<file path="config.mk">
export PLATFORM = sky130hd
export DESIGN_NAME = particle_pair_dispatcher_flat
export DESIGN_NICKNAME = d
export VERILOG_FILES = /design/src/rtl/particle_pair_dispatcher_if.sv /design/src/rtl/particle_pair_dispatcher.sv /design/src/flat_wrapper.sv
export SDC_FILE = /design/constraint.sdc
export NUM_CORES = 1
export LEC_CHECK = 0
export ABC_AREA = 1
export CORE_AREA = 2 2 466 468
export DETAILED_ROUTE_END_ITERATION = 12
export DIE_AREA = 0 0 468 470
export PLACE_DENSITY = 0.37
export REMOVE_ABC_BUFFERS = 1
export SLEW_MARGIN = 30
export SYNTH_ARGS = -nofsm -noshare
export SYNTH_HDL_FRONTEND = slang
export SYNTH_SLANG_ARGS = --single-unit
</file>
<file path="constraint.sdc">
create_clock -name clk -period 13.95 [get_ports clk]
set_input_delay 4.185 -clock clk [delete_from_list [all_inputs] [get_ports clk]]
set_output_delay 4.185 -clock clk [all_outputs]
set_load 0.05 [all_outputs]
</file>
<file path="src/rtl/particle_pair_dispatcher_if.sv">
// Lane bundle between the pair dispatcher (master) and the filter bank (slave):
// per-lane pair valid, particle IDs, coordinates and per-lane back-pressure.
interface particle_pair_dispatcher_if #(
  parameter int DATA_WIDTH        = 32,
  parameter int NUM_FILTER        = 4,
  parameter int PARTICLE_ID_WIDTH = 20
);
  logic [NUM_FILTER-1:0]                   back_pressure;
  logic [NUM_FILTER-1:0]                   input_valid;
  logic [NUM_FILTER*PARTICLE_ID_WIDTH-1:0] ref_particle_id;
  logic [NUM_FILTER*PARTICLE_ID_WIDTH-1:0] neighbor_particle_id;
  logic [NUM_FILTER*DATA_WIDTH-1:0]        refx, refy, refz;
  logic [NUM_FILTER*DATA_WIDTH-1:0]        neighborx, neighbory, neighborz;

  modport master (
    input  back_pressure,
    output input_valid, ref_particle_id, neighbor_particle_id,
    output refx, refy, refz, neighborx, neighbory, neighborz
  );

  modport slave (
    output back_pressure,
    input  input_valid, ref_particle_id, neighbor_particle_id,
    input  refx, refy, refz, neighborx, neighbory, neighborz
  );
endinterface

</file>
<file path="src/rtl/particle_pair_dispatcher.sv">
// Streams reference/neighbor particle pairs of one cell pair into the filter lanes.
// Optional feature macro: SKIP_SELF_PAIR_EN (same-cell jobs emit each pair once, no self pair).
//
// state    | meaning
// IDLE     | wait for start, latch job parameters
// LOAD_REF | read up to NUM_FILTER reference particles into the lanes
// STREAM   | broadcast neighbor particles, one per cycle, stalled by back-pressure
// DRAIN    | let the two in-flight pairs leave, then advance ref_base
// FINISH   | one-cycle done pulse
module particle_pair_dispatcher #(
  parameter int DATA_WIDTH        = 32,
  parameter int NUM_FILTER        = 4,
  parameter int PARTICLE_ID_WIDTH = 20,
  parameter int CELL_ID_WIDTH     = 12,
  parameter int ADDR_WIDTH        = 8
) (
  input  logic                     clk,
  input  logic                     rst,
  input  logic                     start,
  input  logic [CELL_ID_WIDTH-1:0] home_cell_id,
  input  logic [CELL_ID_WIDTH-1:0] neighbor_cell_id,
  input  logic [ADDR_WIDTH-1:0]    home_particle_num,
  input  logic [ADDR_WIDTH-1:0]    neighbor_particle_num,
  output logic                     ref_rd_en,
  output logic [ADDR_WIDTH-1:0]    ref_rd_addr,
  input  logic [3*DATA_WIDTH-1:0]  ref_rd_data,
  output logic                     nb_rd_en,
  output logic [ADDR_WIDTH-1:0]    nb_rd_addr,
  input  logic [3*DATA_WIDTH-1:0]  nb_rd_data,
  output logic                     busy,
  output logic                     done,
  particle_pair_dispatcher_if.master pair
);

  localparam int IW = ADDR_WIDTH + 1;
  localparam int KW = $clog2(NUM_FILTER + 1);
  localparam int DW = DATA_WIDTH;
  localparam int PW = PARTICLE_ID_WIDTH;

  typedef enum logic [2:0] {IDLE, LOAD_REF, STREAM, DRAIN, FINISH} state_t;

  state_t state, state_nxt;

  logic [CELL_ID_WIDTH-1:0] home_cell, nb_cell;
  logic [IW-1:0]            home_num, nb_num, ref_base, nb_idx;
  logic [IW-1:0]            ref_idx, ref_base_nxt;
  logic [ADDR_WIDTH-1:0]    nb_pend_idx;
  logic [KW-1:0]            ref_k, ref_pend_lane;
  logic                     ref_pend, nb_pend, drain_cnt;
`ifdef SKIP_SELF_PAIR_EN
  logic                     same_cell;
`endif

  logic [IW-1:0]            lane_idx [NUM_FILTER];
  logic [NUM_FILTER-1:0]    lane_active, skip, lane_mask;
  logic [DW-1:0]            held_x [NUM_FILTER];
  logic [DW-1:0]            held_y [NUM_FILTER];
  logic [DW-1:0]            held_z [NUM_FILTER];

  logic [NUM_FILTER-1:0]    valid_q;
  logic [NUM_FILTER*PW-1:0] ref_id_q, nb_id_q;
  logic [NUM_FILTER*DW-1:0] rx_q, ry_q, rz_q, nx_q, ny_q, nz_q;

  // Index math is one bit wider than the address so ref_base past the end never aliases.
  assign ref_idx      = ref_base + IW'(ref_k);
  assign ref_base_nxt = ref_base + IW'(NUM_FILTER);

  always_comb begin
    for (int i = 0; i < NUM_FILTER; i++) begin
      lane_idx[i]    = ref_base + IW'(i);
      lane_active[i] = lane_idx[i] < home_num;
    end
  end

  always_comb begin
    skip = '0;
`ifdef SKIP_SELF_PAIR_EN
    for (int i = 0; i < NUM_FILTER; i++)
      skip[i] = same_cell && ({1'b0, nb_pend_idx} <= lane_idx[i]);
`endif
  end

  assign lane_mask = lane_active & ~skip;

  always_ff @(posedge clk or negedge rst) begin
    if (!rst) state <= IDLE;
    else      state <= state_nxt;
  end

  always_comb begin
    state_nxt = state;
    case (state)
      IDLE:
        if (start)
          state_nxt = (home_particle_num == '0 || neighbor_particle_num == '0) ? FINISH : LOAD_REF;
      LOAD_REF:
        if (ref_k == KW'(NUM_FILTER)) state_nxt = STREAM;
      STREAM:
        if (nb_rd_en && (nb_idx + IW'(1) == nb_num)) state_nxt = DRAIN;
      DRAIN:
        if (drain_cnt) state_nxt = (ref_base_nxt < home_num) ? LOAD_REF : FINISH;
      FINISH:
        state_nxt = IDLE;
      default:
        state_nxt = IDLE;
    endcase
  end

  always_comb begin
    ref_rd_en = 1'b0;
    nb_rd_en  = 1'b0;
    busy      = 1'b0;
    done      = 1'b0;
    case (state)
      LOAD_REF: begin
        busy      = 1'b1;
        ref_rd_en = (ref_k < KW'(NUM_FILTER)) && (ref_idx < home_num);
      end
      STREAM: begin
        busy     = 1'b1;
        nb_rd_en = (pair.back_pressure == '0) && (nb_idx < nb_num);
      end
      DRAIN:   busy = 1'b1;
      FINISH:  done = 1'b1;
      default: ;
    endcase
  end

  assign ref_rd_addr = ref_rd_en ? ref_idx[ADDR_WIDTH-1:0] : '0;
  assign nb_rd_addr  = nb_rd_en  ? nb_idx[ADDR_WIDTH-1:0]  : '0;

  always_ff @(posedge clk or negedge rst) begin
    if (!rst) begin
      home_cell     <= '0;
      nb_cell       <= '0;
      home_num      <= '0;
      nb_num        <= '0;
      ref_base      <= '0;
      nb_idx        <= '0;
      nb_pend_idx   <= '0;
      ref_k         <= '0;
      ref_pend_lane <= '0;
      ref_pend      <= 1'b0;
      nb_pend       <= 1'b0;
      drain_cnt     <= 1'b0;
`ifdef SKIP_SELF_PAIR_EN
      same_cell     <= 1'b0;
`endif
    end else begin
      ref_pend      <= ref_rd_en;
      ref_pend_lane <= ref_k;
      nb_pend       <= nb_rd_en;
      nb_pend_idx   <= nb_idx[ADDR_WIDTH-1:0];
      case (state)
        IDLE:
          if (start) begin
            home_cell <= home_cell_id;
            nb_cell   <= neighbor_cell_id;
            home_num  <= {1'b0, home_particle_num};
            nb_num    <= {1'b0, neighbor_particle_num};
            ref_base  <= '0;
            ref_k     <= '0;
            nb_idx    <= '0;
            drain_cnt <= 1'b0;
`ifdef SKIP_SELF_PAIR_EN
            same_cell <= (home_cell_id == neighbor_cell_id);
`endif
          end
        LOAD_REF: begin
          ref_k     <= ref_k + KW'(1);
          nb_idx    <= '0;
          drain_cnt <= 1'b0;
        end
        STREAM:
          if (nb_rd_en) nb_idx <= nb_idx + IW'(1);
        DRAIN: begin
          drain_cnt <= ~drain_cnt;
          if (drain_cnt) begin
            ref_base <= ref_base_nxt;
            ref_k    <= '0;
          end
        end
        default: ;
      endcase
    end
  end

  always_ff @(posedge clk) begin
    for (int i = 0; i < NUM_FILTER; i++) begin
      if (ref_pend && ref_pend_lane == KW'(i)) begin
        held_x[i] <= ref_rd_data[DW-1:0];
        held_y[i] <= ref_rd_data[2*DW-1:DW];
        held_z[i] <= ref_rd_data[3*DW-1:2*DW];
      end
    end
  end

  // Pair outputs are registered off the neighbor read data: issue at t, valid at t+2.
  always_ff @(posedge clk or negedge rst) begin
    if (!rst) begin
      valid_q  <= '0;
      ref_id_q <= '0;
      nb_id_q  <= '0;
      rx_q     <= '0;
      ry_q     <= '0;
      rz_q     <= '0;
      nx_q     <= '0;
      ny_q     <= '0;
      nz_q     <= '0;
    end else begin
      valid_q <= nb_pend ? lane_mask : '0;
      if (nb_pend) begin
        for (int i = 0; i < NUM_FILTER; i++) begin
          ref_id_q[i*PW +: PW] <= {home_cell, lane_idx[i][ADDR_WIDTH-1:0]};
          nb_id_q[i*PW +: PW]  <= {nb_cell, nb_pend_idx};
          rx_q[i*DW +: DW]     <= held_x[i];
          ry_q[i*DW +: DW]     <= held_y[i];
          rz_q[i*DW +: DW]     <= held_z[i];
          nx_q[i*DW +: DW]     <= nb_rd_data[DW-1:0];
          ny_q[i*DW +: DW]     <= nb_rd_data[2*DW-1:DW];
          nz_q[i*DW +: DW]     <= nb_rd_data[3*DW-1:2*DW];
        end
      end
    end
  end

  assign pair.input_valid          = valid_q;
  assign pair.ref_particle_id      = ref_id_q;
  assign pair.neighbor_particle_id = nb_id_q;
  assign pair.refx                 = rx_q;
  assign pair.refy                 = ry_q;
  assign pair.refz                 = rz_q;
  assign pair.neighborx            = nx_q;
  assign pair.neighbory            = ny_q;
  assign pair.neighborz            = nz_q;

endmodule

</file>
<file path="src/flat_wrapper.sv">
// flat-port wrapper written by rule: the top's interface ports become plain ports
module particle_pair_dispatcher_flat 
#(
  parameter int DATA_WIDTH        = 32,
  parameter int NUM_FILTER        = 4,
  parameter int PARTICLE_ID_WIDTH = 20,
  parameter int CELL_ID_WIDTH     = 12,
  parameter int ADDR_WIDTH        = 8
)
  (clk, rst, start, home_cell_id, neighbor_cell_id, home_particle_num, neighbor_particle_num, ref_rd_en, ref_rd_addr, ref_rd_data, nb_rd_en, nb_rd_addr, nb_rd_data, busy, done, pair_back_pressure, pair_input_valid, pair_ref_particle_id, pair_neighbor_particle_id, pair_refx, pair_refy, pair_refz, pair_neighborx, pair_neighbory, pair_neighborz);
  particle_pair_dispatcher_if #(.DATA_WIDTH(DATA_WIDTH), .NUM_FILTER(NUM_FILTER), .PARTICLE_ID_WIDTH(PARTICLE_ID_WIDTH)) pair_i ();
  input  logic clk;
  input  logic rst;
  input  logic start;
  input  logic [CELL_ID_WIDTH-1:0] home_cell_id;
  input  logic [CELL_ID_WIDTH-1:0] neighbor_cell_id;
  input  logic [ADDR_WIDTH-1:0] home_particle_num;
  input  logic [ADDR_WIDTH-1:0] neighbor_particle_num;
  output logic ref_rd_en;
  output logic [ADDR_WIDTH-1:0] ref_rd_addr;
  input  logic [3*DATA_WIDTH-1:0] ref_rd_data;
  output logic nb_rd_en;
  output logic [ADDR_WIDTH-1:0] nb_rd_addr;
  input  logic [3*DATA_WIDTH-1:0] nb_rd_data;
  output logic busy;
  output logic done;
  input wire logic [$bits(pair_i.back_pressure)-1:0] pair_back_pressure;
  output wire logic [$bits(pair_i.input_valid)-1:0] pair_input_valid;
  output wire logic [$bits(pair_i.ref_particle_id)-1:0] pair_ref_particle_id;
  output wire logic [$bits(pair_i.neighbor_particle_id)-1:0] pair_neighbor_particle_id;
  output wire logic [$bits(pair_i.refx)-1:0] pair_refx;
  output wire logic [$bits(pair_i.refy)-1:0] pair_refy;
  output wire logic [$bits(pair_i.refz)-1:0] pair_refz;
  output wire logic [$bits(pair_i.neighborx)-1:0] pair_neighborx;
  output wire logic [$bits(pair_i.neighbory)-1:0] pair_neighbory;
  output wire logic [$bits(pair_i.neighborz)-1:0] pair_neighborz;
  assign pair_i.back_pressure = pair_back_pressure;
  assign pair_input_valid = pair_i.input_valid;
  assign pair_ref_particle_id = pair_i.ref_particle_id;
  assign pair_neighbor_particle_id = pair_i.neighbor_particle_id;
  assign pair_refx = pair_i.refx;
  assign pair_refy = pair_i.refy;
  assign pair_refz = pair_i.refz;
  assign pair_neighborx = pair_i.neighborx;
  assign pair_neighbory = pair_i.neighbory;
  assign pair_neighborz = pair_i.neighborz;
  particle_pair_dispatcher #(.DATA_WIDTH(DATA_WIDTH), .NUM_FILTER(NUM_FILTER), .PARTICLE_ID_WIDTH(PARTICLE_ID_WIDTH), .CELL_ID_WIDTH(CELL_ID_WIDTH), .ADDR_WIDTH(ADDR_WIDTH)) u_core (.clk(clk), .rst(rst), .start(start), .home_cell_id(home_cell_id), .neighbor_cell_id(neighbor_cell_id), .home_particle_num(home_particle_num), .neighbor_particle_num(neighbor_particle_num), .ref_rd_en(ref_rd_en), .ref_rd_addr(ref_rd_addr), .ref_rd_data(ref_rd_data), .nb_rd_en(nb_rd_en), .nb_rd_addr(nb_rd_addr), .nb_rd_data(nb_rd_data), .busy(busy), .done(done), .pair(pair_i));
endmodule
</file>
==> impl_metrics.tcl, run 1 <==
set metrics [dict create \
    status "completed" \
    num_vias 26800 \
    boundaryPins 1191 \
    yosys.area.top_type "dfrtp_1" \
    drcViolationCount 0 \
    syn2layout_area_growth_pct 42.2 \
    mappedNetlistArea_um2 38800 \
    drv_slew 0 \
    cts_tree "built" \
    required_ps 9760 \
    yosys_warnings 0 \
    cp_slowest_cell "clkdlybuf4s50_1" \
    ys_async_sr_fraction 0.612 \
    cts_made_buffers 121 \
    cts_num_sinks 990 \
    dpl.cell_count 7096 \
    worstHoldPathType "register to register" \
    hold_viol 0 \
    dr.first_iter.drc_count 1417 \
    dieHeight_um 470 \
    fmax_mhz 88.4 \
    synth_ff_type "dfrtp_1" \
    slowest_delay_ps 840 \
    cp-start-kind "primary input" \
    comb_power_share 0.504 \
    ys_seq_area_frac 0.689 \
    critical_path_arrival_ps 7130 \
    core_um2 216000 \
    synth_edf_count 384 \
    cp-end-kind "output pin" \
    path_clk_slew_ps 60 \
    ys_ff_latch 990 \
    period_needed_ps 11320 \
    finalWirelength_um 163000 \
    synth.most_common_cell "nand2_1" \
    syn_area_per_cell_um2 10.9 \
    pwr-share-clk 0.201 \
    vias_per_cell 3.65 \
    relSlewSlack 0.240 \
    drv_cap 0 \
    p_total_uw 15800 \
    synth_top_area_share 0.391 \
    layout.cells.non_filler 7341 \
    antenna_found_initial 53 \
    io_buffers 1186 \
    drt_first_pass_iters 5 \
    fin_ws_ps 2630 \
    yosys-top-cells-area "dfrtp_1 39%, edfxtp_1 30%, nand2_1 16%" \
    grt_max_degree 160 \
    grt_overflow_total 0 \
    grt_pass1_vias 26900 \
    critPathMaxFanout 16 \
    wl_per_cell_um 22.2 \
    cts_max_level 3 \
    crit_top_cell "clkdlybuf4s50_1" \
    die_w_um 468 \
    drive_gt1_frac 0.0646 \
    clk_path_buf_depth 3 \
    skew_ps 73.7 \
    nets 4648 \
    cts_resized 0 \
    switchingPower_uw 7830 \
    crit_chain "clkdlybuf4s50_1, nor4_1, nand4_1, or2_1, inv_1, clkdlybuf4s50_1" \
    root_buffer "clkbuf_16" \
    ant_nets 0 \
    whs_ps 396 \
    rsz0062_at_grt "false" \
    cts-hold-fix-buffers 0 \
    hpwl_um 117000 \
    p_leak_uw 0.0237 \
    place_ws_ps 2580 \
    postCtsSetupBuffers 0 \
    synth_commonest_cells "1684 x nand2_1, 606 x dfrtp_1, 404 x buf_4, 384 x edfxtp_1, 119 x clkbuf_1" \
    start_util 0.180 \
    criticalPathCategory "primary input to output pin" \
    period_share 0.811 \
    rows 171 \
    grt_use_total 0.144 \
    tightest_slew_ps 1140 \
    seq_power_share 0.295 \
    dieArea_um2 220000 \
    setup_viol 0 \
    powerDensity_nw_per_um2 287 \
    worst_skew_pair.late_latency_ps 770 \
    ys_types 42 \
    gp_congestion 0.798 \
    intPower_uw 7960 \
    irDropWorstVdd_mv 0.168 \
    grt_pass1_wl_um 224000 \
    switching_share 0.496 \
    netlist_instances 3555 \
]
## cell type report
| class | instances | area (um2) |
|---|---|---|
| antenna | 12 | 30.0 |
| clock buffer | 174 | 3410 |
| clock inverter | 57 | 576 |
| fill | 22800 | 161000 |
| inverter | 77 | 297 |
| multi-input combinational | 1955 | 8250 |
| sequential | 990 | 26700 |
| tap | 2854 | 3570 |
| timing repair buffer | 1222 | 12300 |
## final timing paths
check                                      start                              to  slack [ps]  depth (start not counted)
max                        pair_back_pressure[1]                        nb_rd_en        2630                          6
min reg2reg                  u_core.held_x[0][0]             u_core.pair.refx[0]         400                          2
max in group asynchronous                    rst           u_core.pair.refx[125]        8620                          3
max reg2reg                      u_core.ref_pend            u_core.held_x[1][29]       10430                          5
min in group asynchronous                    rst  u_core.pair.ref_particle_id[6]        3290                          1
min                          u_core.held_x[0][0]             u_core.pair.refx[0]         400                          2
## power groups by stage
stage	clock [uW]	combinational (uW)	sequential [uW]
after floorplan	0	851	8500
after global placement	0	8050	4710
after detailed placement	0	8030	4730
after CTS	3320	8050	4690
after global routing	3420	8310	4780
final	3170	7960	4660
## critical path, delay by kind of cell
family	cells	cell delay, ps
AND/OR/NAND/NOR	3	1330
buffers and inverters	3	1610
## kinds of logic (layout without fill, tap and decap cells)
group,Yosys count,in the layout,synth area share
AOI/OAI and AO/OA,72,72,0.0104
xor gates and xnor gates,6,6,0.00136
adders and majority gates,42,42,0.0136
buffers and inverters,613,1530,0.0994
DFF,990,990,0.689
muxes,24,24,0.00697
other,1,16,0.0000967
and+or+nand+nor,1807,1807,0.179
## state kept, by name, indices dropped and copies added, names as in the netlist, 3 cells and up
name	cells
u_core.pair.input_valid	4
u_core.pair.neighborz	32
u_core.pair.refy	128
u_core.home_num	8
u_core.ref_base	7
u_core.ref_pend_lane	3
u_core.pair.neighborx	32
u_core.nb_cell	12
u_core.pair.neighbory	32
u_core.state	3
u_core.held_x	128
u_core.held_z	128
u_core.held_y	128
u_core.pair.ref_particle_id	26
u_core.nb_num	8
u_core.pair.refx	128
u_core.ref_k	3
u_core.pair.neighbor_particle_id	20
u_core.nb_pend_idx	8
u_core.home_cell	12
u_core.nb_idx	9
u_core.pair.refz	128
## stage by stage
step	TNS (ps)	utilization	cell area, um2
2_1_floorplan	-3370320	-	35200
6_report	0	0.256	55100
5_1_grt	0	0.255	55100
3_3_place_gp	0	0.236	51000
3_5_place_dp	0	0.237	51000
4_1_cts	0	0.255	55000
## layer usage
metal,global-route usage,routed length (um),vias up
li1,-,-,12500
met1,0.172,66200,13000
met2,0.228,74000,946
met3,0.0727,18700,245
met4,0.0390,3990,52
met5,0,334,-
## layout by cell type, fill, tap and decap left out, types with 5 or more instances in the layout
master,n
o21ai_1,10
nand4_1,7
inv_6,5
clkinvlp_4,6
clkinv_2,31
inv_2,7
mux2_2,24
clkbuf_16,121
nor3_2,5
bufinv_16,5
a21oi_1,27
inv_1,69
clkdlybuf4s50_1,1183
buf_12,6
clkinv_16,5
ha_1,42
o21ai_0,17
clkbuf_1,35
nand2_2,7
dfrtp_1,605
nand2_1,1683
diode_2,12
edfxtp_1,384
nor2_1,55
nand3_1,30
clkbuf_8,18
buf_4,27
No activity file was read; power rests on OpenSTA's default activity.
==> run 2: changes to the inputs <==
- clock period: 13.95 -> 10.53 ns (I/O delays scaled with it)
==> run 2 against run 1 <==
Effect of this change:
- non-clock buffer count fell by 1
- sequential share of layout area barely moved
- clock-buffer cell count fell by 8
- critical endpoint unchanged
- clock skew fell by 10 ps
- register-to-register slack got worse by 3500 ps
- sequential cell count did not move
- via count rose by 0.43%
==> impl_metrics.tcl, run 2 (synthesis results as in run 1) <==
set metrics [dict create \
    io_buffers 1186 \
    final-seq-area_um2 26700 \
    cp.depth 6 \
    drv_slew 0 \
    post-route-util 0.255 \
    drt_first_pass_iters 5 \
    period_share 0.880 \
    wl_per_cell_um 22.2 \
    cts_made_buffers 119 \
    boundaryPins 1191 \
    grt_use_total 0.145 \
    layout_common_cells "1683 x nand2_1, 1183 x clkdlybuf4s50_1, 605 x dfrtp_1" \
    clk_path_buf_depth 3 \
    final_cell_area_um2 55100 \
    grt_max_degree 174 \
    rrSetupSlack_ps 6960 \
    seq_power_share 0.294 \
    cp_num_buf_inv 3 \
    path_clk_slew_ps 60 \
    p_total_uw 21000 \
    grt_pass1_vias 27200 \
    final_common_cell "nand2_1" \
    dieArea_um2 220000 \
    cp_slowest_cell "clkdlybuf4s50_1" \
    cp-start-kind "primary input" \
    status "completed" \
    slowest_delay_ps 840 \
    criticalPathCategory "primary input to output pin" \
    grt_pass1_wl_um 224000 \
    drv_cap 0 \
    cts_tree "built" \
    finalWirelength_um 163000 \
    drcViolationCount 0 \
    gp_congestion 0.797 \
    worstHoldPathType "register to register" \
    cp_top_family "buffers and inverters" \
    vias_per_cell 3.67 \
    tightest_slew_ps 1160 \
    intPower_uw 10700 \
    comb_power_share 0.501 \
    nets 4645 \
    crit_top_cell "clkdlybuf4s50_1" \
    multi_input_area_um2 8250 \
    required_ps 7370 \
    hold_path_depth 2 \
    hold_viol 0 \
    critical_path_arrival_ps 6110 \
    crit_chain "clkdlybuf4s50_1, nor4_1, nand4_1, or2_1, inv_1, clkdlybuf4s50_1" \
    cp-end-kind "output pin" \
    postCtsSetupBuffers 0 \
    cts-hold-fix-buffers 0 \
    switchingPower_uw 10400 \
    dr.first_iter.drc_count 1454 \
    dieHeight_um 470 \
    period_needed_ps 9270 \
    skew_ps 63.6 \
    relSlewSlack 0.227 \
    setup_viol 0 \
    p_leak_uw 0.0236 \
    hpwl_um 117000 \
    rows 171 \
    pwr-share-clk 0.205 \
    grt_overflow_total 0 \
    switching_share 0.493 \
    powerDensity_nw_per_um2 381 \
    reg2reg_depth 5 \
    root_buffer "clkbuf_16" \
    cts_num_sinks 990 \
    postPlaceCellArea_um2 51000 \
    antenna_found_initial 56 \
    drive_gt1_frac 0.0611 \
    die_w_um 468 \
    core_um2 216000 \
    fmax_mhz 108 \
    num_vias 26900 \
    start_util 0.180 \
    worst_skew_pair.late_latency_ps 780 \
    cts_max_level 3 \
    ant_nets 0 \
    rsz0062_at_grt "false" \
    syn2layout_area_growth_pct 42.1 \
    irDropWorstVdd_mv 0.213 \
    cts_resized 0 \
    fillers 22700 \
    critPathMaxFanout 16 \
]
==> run 2: cell count changes in the layout (fill, tap and decap cells not counted), sizes merged <==
| cell | delta |
|---|---|
| inv | -3 |
| diode | +3 |
| buf | -1 |
| clkbuf | -8 |
| clkinvlp | -3 |
| bufinv | +9 |
==> run 2: metal layers <==
metal,GRT usage,up-vias,share of wire,wire length [um]
met5,0,-,0.0023,370
li1,-,12500,-,-
met2,0.228,917,0.45,73900
met1,0.171,13200,0.41,66200
met4,0.0385,54,0.022,3670
met3,0.0748,226,0.12,18900
==> run 2: path summary, 6_finish.rpt <==
check / startpoint / to
worst max-delay path: pair_back_pressure[0] / nb_rd_en
worst min-delay path: u_core.held_y[1][13] / u_core.pair.refy[45]
worst max register to register: u_core.ref_pend / u_core.held_y[0][26]
worst min register to register: u_core.held_y[1][13] / u_core.pair.refy[45]
max in group asynchronous: rst / u_core.pair.refx[81]
min in group asynchronous: rst / u_core.pair.ref_particle_id[6]
==> run 2: metrics by stage <==
stage,setup WS (ps),hold slack (ps),setup TNS [ps],instances
finish,1260,404,0,7338
detailed placement,1170,431,0,7097
global placement,1190,427,0,7097
global route,1070,436,0,7326
CTS,1170,416,0,7323
floorplan,-10100,401,-5176080,3022
==> run 2: power by group through the flow <==
stage,logic (uW),registers [uW],clock network [uW]
5_1_grt,11000,6340,4620
2_1_floorplan,1130,11300,0
3_3_place_gp,10700,6240,0
4_1_cts,10600,6230,4490
6_report,10500,6190,4300
3_5_place_dp,10600,6270,0
==> run 2: cell type report <==
class | instances | area share
flip-flops and latches | 990 | 0.485
repair buffers | 1221 | 0.221
multi-input cells | 1955 | 0.150
well taps | 2854 | 0.0648
clock buffers | 166 | 0.0591
clock inverters | 60 | 0.0143
inverters | 77 | 0.00538
diodes | 15 | 0.000681
==> run 2: worst min-delay path, cell delays in order, from the launching register on <==
cell,delay (ps)
edfxtp_1,320
nand2_1,50
nand2_1,50
